[config.mk]
export PLATFORM = sky130hd
export DESIGN_NAME = f_fetch_stage
export DESIGN_NICKNAME = d
export VERILOG_FILES = /design/src/rtl/f_fetch_stage_pkg.sv /design/src/rtl/f_fetch_stage_npc.sv /design/src/rtl/f_fetch_stage.sv
export SDC_FILE = /design/constraint.sdc
export NUM_CORES = 1
export LEC_CHECK = 0
export BUFFER_PORTS_ARGS = -buffer_cell sky130_fd_sc_hd__buf_4
export CAP_MARGIN = 15
export CORE_MARGIN = 2
export CORE_UTILIZATION = 35
export CTS_CLUSTER_SIZE = 25
export DETAILED_ROUTE_END_ITERATION = 8
export HOLD_SLACK_MARGIN = 0.08
export PLACE_DENSITY = 0.6
export REMOVE_ABC_BUFFERS = 1
export SLEW_MARGIN = 20
export SYNTH_ARGS = -nofsm -noshare
export SYNTH_HDL_FRONTEND = slang
export SYNTH_SLANG_ARGS = --single-unit
[constraint.sdc]
create_clock -name clk -period 5 [get_ports clk]
set_input_delay 0.25 -clock clk [delete_from_list [all_inputs] [get_ports clk]]
set_output_delay 0.25 -clock clk [all_outputs]
set_load 0.005 [all_outputs]
[src/rtl/f_fetch_stage_pkg.sv]
// Shared constants for the fetch stage: next-PC select codes, reset values
// and the branch-offset helper used by the next-PC logic.
package f_fetch_stage_pkg;

  localparam logic [2:0] NPC_PC4    = 3'd0;
  localparam logic [2:0] NPC_BRANCH = 3'd1;
  localparam logic [2:0] NPC_J      = 3'd2;
  localparam logic [2:0] NPC_JR     = 3'd3;

  localparam logic [31:0] PC_RESET_DEFAULT  = 32'h0000_3000;
  localparam logic [31:0] NOP_INSTR_DEFAULT = 32'h0000_0000;

  // Word offset of a branch: sign-extend imm16 first, then scale by 4.
  function automatic logic [31:0] branch_offset(input logic [15:0] imm16);
    return {{14{imm16[15]}}, imm16, 2'b00};
  endfunction

endpackage

[src/rtl/f_fetch_stage_npc.sv]
// Combinational next-PC selection from the D-stage decode and comparator.
module f_fetch_stage_npc
  import f_fetch_stage_pkg::*;
(
  input  logic [31:0] F_pc,
  input  logic [31:0] D_pc,
  input  logic [31:0] D_instr,
  input  logic [2:0]  npc_op,
  input  logic        cmp,
  input  logic [31:0] D_rs_fwd,
  output logic [31:0] next_pc
);

  logic [31:0] pc4;
  logic [31:0] branch_target;
  logic [31:0] jump_target;
  logic        unused_opcode;

  assign pc4           = F_pc + 32'd4;
  assign branch_target = D_pc + 32'd4 + branch_offset(D_instr[15:0]);
  assign jump_target   = {D_pc[31:28], D_instr[25:0], 2'b00};
  assign unused_opcode = ^D_instr[31:26];

  always_comb begin
    next_pc = pc4;
    case (npc_op)
      NPC_PC4:    next_pc = pc4;
      NPC_BRANCH: next_pc = cmp ? branch_target : pc4;
      NPC_J:      next_pc = jump_target;
      NPC_JR:     next_pc = D_rs_fwd;
      default:    next_pc = pc4;
    endcase
  end

endmodule

[src/rtl/f_fetch_stage.sv]
// Fetch stage: PC register, next-PC mux and IF/ID pipeline register.
// The instruction behind a branch/jump is the delay slot and is never flushed.
module f_fetch_stage
  import f_fetch_stage_pkg::*;
#(
  parameter logic [31:0] PC_RESET  = PC_RESET_DEFAULT,
  parameter logic [31:0] NOP_INSTR = NOP_INSTR_DEFAULT
) (
  input  logic        clk,
  input  logic        reset,
  input  logic        stall,
  input  logic [31:0] F_instr,
  input  logic [2:0]  npc_op,
  input  logic        cmp,
  input  logic [31:0] D_rs_fwd,
  output logic [31:0] F_pc,
  output logic [31:0] D_instr,
  output logic [31:0] D_pc,
  output logic [31:0] D_pc8
);

  logic [31:0] next_pc;

  f_fetch_stage_npc u_npc (
    .F_pc     (F_pc),
    .D_pc     (D_pc),
    .D_instr  (D_instr),
    .npc_op   (npc_op),
    .cmp      (cmp),
    .D_rs_fwd (D_rs_fwd),
    .next_pc  (next_pc)
  );

  // stall freezes PC and IF/ID together; a redirect pending in D is simply
  // re-evaluated on the first unstalled edge with the then-current cmp/rs.
  always_ff @(posedge clk or posedge reset) begin
    if (reset) begin
      F_pc    <= PC_RESET;
      D_instr <= NOP_INSTR;
      D_pc    <= PC_RESET;
      D_pc8   <= PC_RESET + 32'd8;
    end else if (!stall) begin
      F_pc    <= next_pc;
      D_instr <= F_instr;
      D_pc    <= F_pc;
      D_pc8   <= F_pc + 32'd8;
    end
  end

endmodule

==> impl_metrics.yaml <==
synthesis:
  synth_area_um2: 8310
  yosysSeqAreaShare_pct: 37.7
  ys_types: 69
  synth.avg_cell_area_um2: 9.13
  yosys.area.top_type: "dfrtp_1"
  ys_top_cells_by_area: "dfrtp_1, ha_1, mux2_2"
  syn_inst: 910
  synthFlopType: "dfrtp_1"
  synth-seq-cells: 125
  async_flop_share_pct: 100
  synth_top_area_share_pct: 35.5
  yosysWarnings: 0
  synth_edf_count: 0
global_route:
  overflow: 0
  grt_use_total_pct: 21.5
  grt_start_max_net_pins: 103
  antenna_found_initial: 0
  grt_pass1_wl_mm: 41.5
  grt_pass1_vias: 7526
power_and_ir_drop:
  clock_power_share_pct: 28.5
  seq_power_share_pct: 31.7
  p_int_mw: 3.07
  swShare_pct: 37.2
  p_comb_share_pct: 39.9
  p_per_area_nw_per_um2: 444
  leakagePower_nw: 4.94
  p_total_mw: 4.88
  p_switching_mw: 1.81
  ir_drop_mv: 0.264
routing:
  drtIter0Drc: 609
  drt-total-wl_mm: 26.9
  vias: 7706
  dr.pass1.iters: 5
  postRouteAntennaNets: 0
  viasPerCell: 5.35
  drc_errors: 0
  wl_per_cell_um: 18.7
final_layout:
  seq_area_um2: 3140
  syn_to_final_growth_pct: 32.4
  multiInputGateArea_um2: 4810
  layout-drive-gt1-share_pct: 27.7
  fill_cells: 2302
  diodes: 0
  nNetsFinal: 1240
die:
  die_w_um: 158
  dieArea_um2: 25000
  die_height_um: 158
  rows: 56
  ios: 199
  core_area_um2: 23400
  initial_core_util_pct: 35.5
worst_setup_path:
  end_kind: "flop"
  start_kind: "flop"
  crit_type: "flop to flop"
  r2r_slack_ns: 1.45
  critPathRequiredTime_ns: 5.32
  arrival_ns: 3.87
  r2r-end: "F_pc[23]"
  rr_startpoint: "D_instr[15]"
  cp_max_fo: 18
  rr_worst_depth: 11
timing:
  rsz0062_at_grt: "no"
  finalHoldViolCount: 0
  fmax_mhz: 282
  finalClockSkew_ns: 0.00576
  fin_crit_ns: 3.55
  final_max_slew_viol_count: 0
  timing.final.crit_share_pct: 70.9
  setup_ws_ns: 1.45
  tns_ns: 0
  setup_viol: 0
  max_slew.worst_pin.slew_ns: 0.927
  max_slew_margin_pct: 38.2
hold_path:
  hp-start: "D_rs_fwd[1]"
  hold_end: "F_pc[1]"
  worstHoldPathType: "input pin to flop"
  hold_depth: 3
placed_design:
  port_buffers: 198
  gp_congestion: 0.892
  hpwl_mm: 18.8
  post-place-ws_ns: 1.47
clock_tree:
  cts_max_level: 4
  cts_sinks: 125
  clkSlewWorstSetupHoldPaths_ns: 0.06
  clk_latency_ns: 0.43
  cts_made_buffers: 17
  clock_path_buffers: 2
  cts_tree: "done"
  cts_root_buf: "clkbuf_16"
  post_cts_buffers: 0
flow_run:
  maxCapViolations: 0
run_status:
  status: "finished, final reports clean"
[power groups by stage]
stage	Clock [mW]	Combinational, mW	Sequential (mW)
final	1.39	1.95	1.55
after global routing	1.46	2.17	1.59
after CTS	1.42	1.95	1.55
after detailed placement	0	1.91	1.56
after global placement	0	1.90	1.56
after floorplan	0	1.15	1.50
[per-layer routing]
layer  vias up  global-route usage (%)  part of all wire, %
met5         -                       0                    0
met1      3662                    28.5                   44
met3        37                    5.64                  8.2
met2       313                    34.8                   47
met4         0                    6.01                  1.7
li1       3694                       -                    -
[cells in the final DEF (no fill, tap or decap), types with 5 or more instances in the layout]
cell             n
a211o_1          5
a211oi_1         9
a21o_1          13
a21oi_1         67
a221o_1          8
a221oi_1        10
a22oi_1         11
a31oi_1         11
and2_1           6
and3_1           9
and4_1           5
buf_4          205
clkbuf_16       17
dfrtp_1        118
dfstp_2          7
dlygate4sd3_1   33
ha_1            59
inv_1           32
inv_6            5
mux2_2          53
nand2_1        106
nand2b_1        11
nand3_1         27
nand4_1         10
nor2_1          44
nor3_1           8
o211ai_1         5
o21a_1           6
o21ai_0         76
o21ai_1         11
o22ai_1          9
xnor2_1         38
xor2_1          19
[worst max-delay path by stage]
| stage | start | end | slack [ns] | depth (start not counted) |
|---|---|---|---|---|
| final | D_instr[15] | F_pc[23] | 1.45 | 11 |
| after CTS | D_instr[15] | F_pc[23] | 1.44 | 11 |
| after global placement | D_instr[15] | F_pc[23] | 1.52 | 11 |
| after detailed placement | D_instr[15] | F_pc[23] | 1.47 | 11 |
| after floorplan | reset | D_instr[0] | 1.43 | 1 |
| after global routing | D_instr[15] | F_pc[23] | 1.17 | 11 |
[cell usage after synthesis, types with 10 or more instances]
master and count:
mux2_2 53, nand2_1 106, a21oi_1 67, o21ai_0 76, nand3_1 27, a22oi_1 11, inv_1 33, xnor2_1 38
nand4_1 10, a21o_1 13, a31oi_1 11, xor2_1 19, o21ai_1 11, ha_1 59, nor2_1 44, nand2b_1 11
a221oi_1 10, clkbuf_1 39, dfrtp_1 118
[metrics by stage]
stage	cells	util, %	cell area (µm²)	hold slack [ns]
detailed placement	1376	42.8	10000	0.475
CTS	1441	47.0	11000	0.124
global placement	1376	42.8	10000	0.469
finish	1441	47.0	11000	0.144
global route	1441	47.0	11000	0.142
floorplan	851	-	8070	0.324
[sequential cells by signal, summed over array words and instances (netlist names)]
| signal | flops |
|---|---|
| D_pc8 | 29 |
| D_pc | 32 |
| D_instr | 32 |
| F_pc | 32 |
[kinds of logic after synthesis]
logic type,share of synthesized area (%)
xor gates and xnor gates,6.01
DFF,37.7
AOI/OAI and AO/OA,21.1
muxes,7.60
and+or+nand+nor,14.0
adders and majority gates,9.12
buffers and inverters,4.44
[area by class of cell]
cell class,count,share of cell area [%]
multi-input combinational,693,43.7
tap,319,3.63
inverter,33,1.17
sequential,125,28.5
clock inverter,14,1.89
clock buffer,18,3.99
timing repair buffer,239,17.1
[critical path: stages (launching register included)]
cell and delay, ns:
dfrtp_1 0.82, ha_1 0.35, ha_1 0.38, nand4_1 0.17, or3_1 0.41, or2_0 0.21
o311a_1 0.19, a21oi_4 0.23, xor2_1 0.09, nor4b_1 0.33, a221oi_2 0.05, o22a_1 0.21
[repair_timing]
action | 4_1_cts | 5_1_grt
hold buffers | 33 | 0
hold endpoints to repair | 117 | 0
gates resized for setup | 0 | 0
Power figures use the tool's default switching activity.
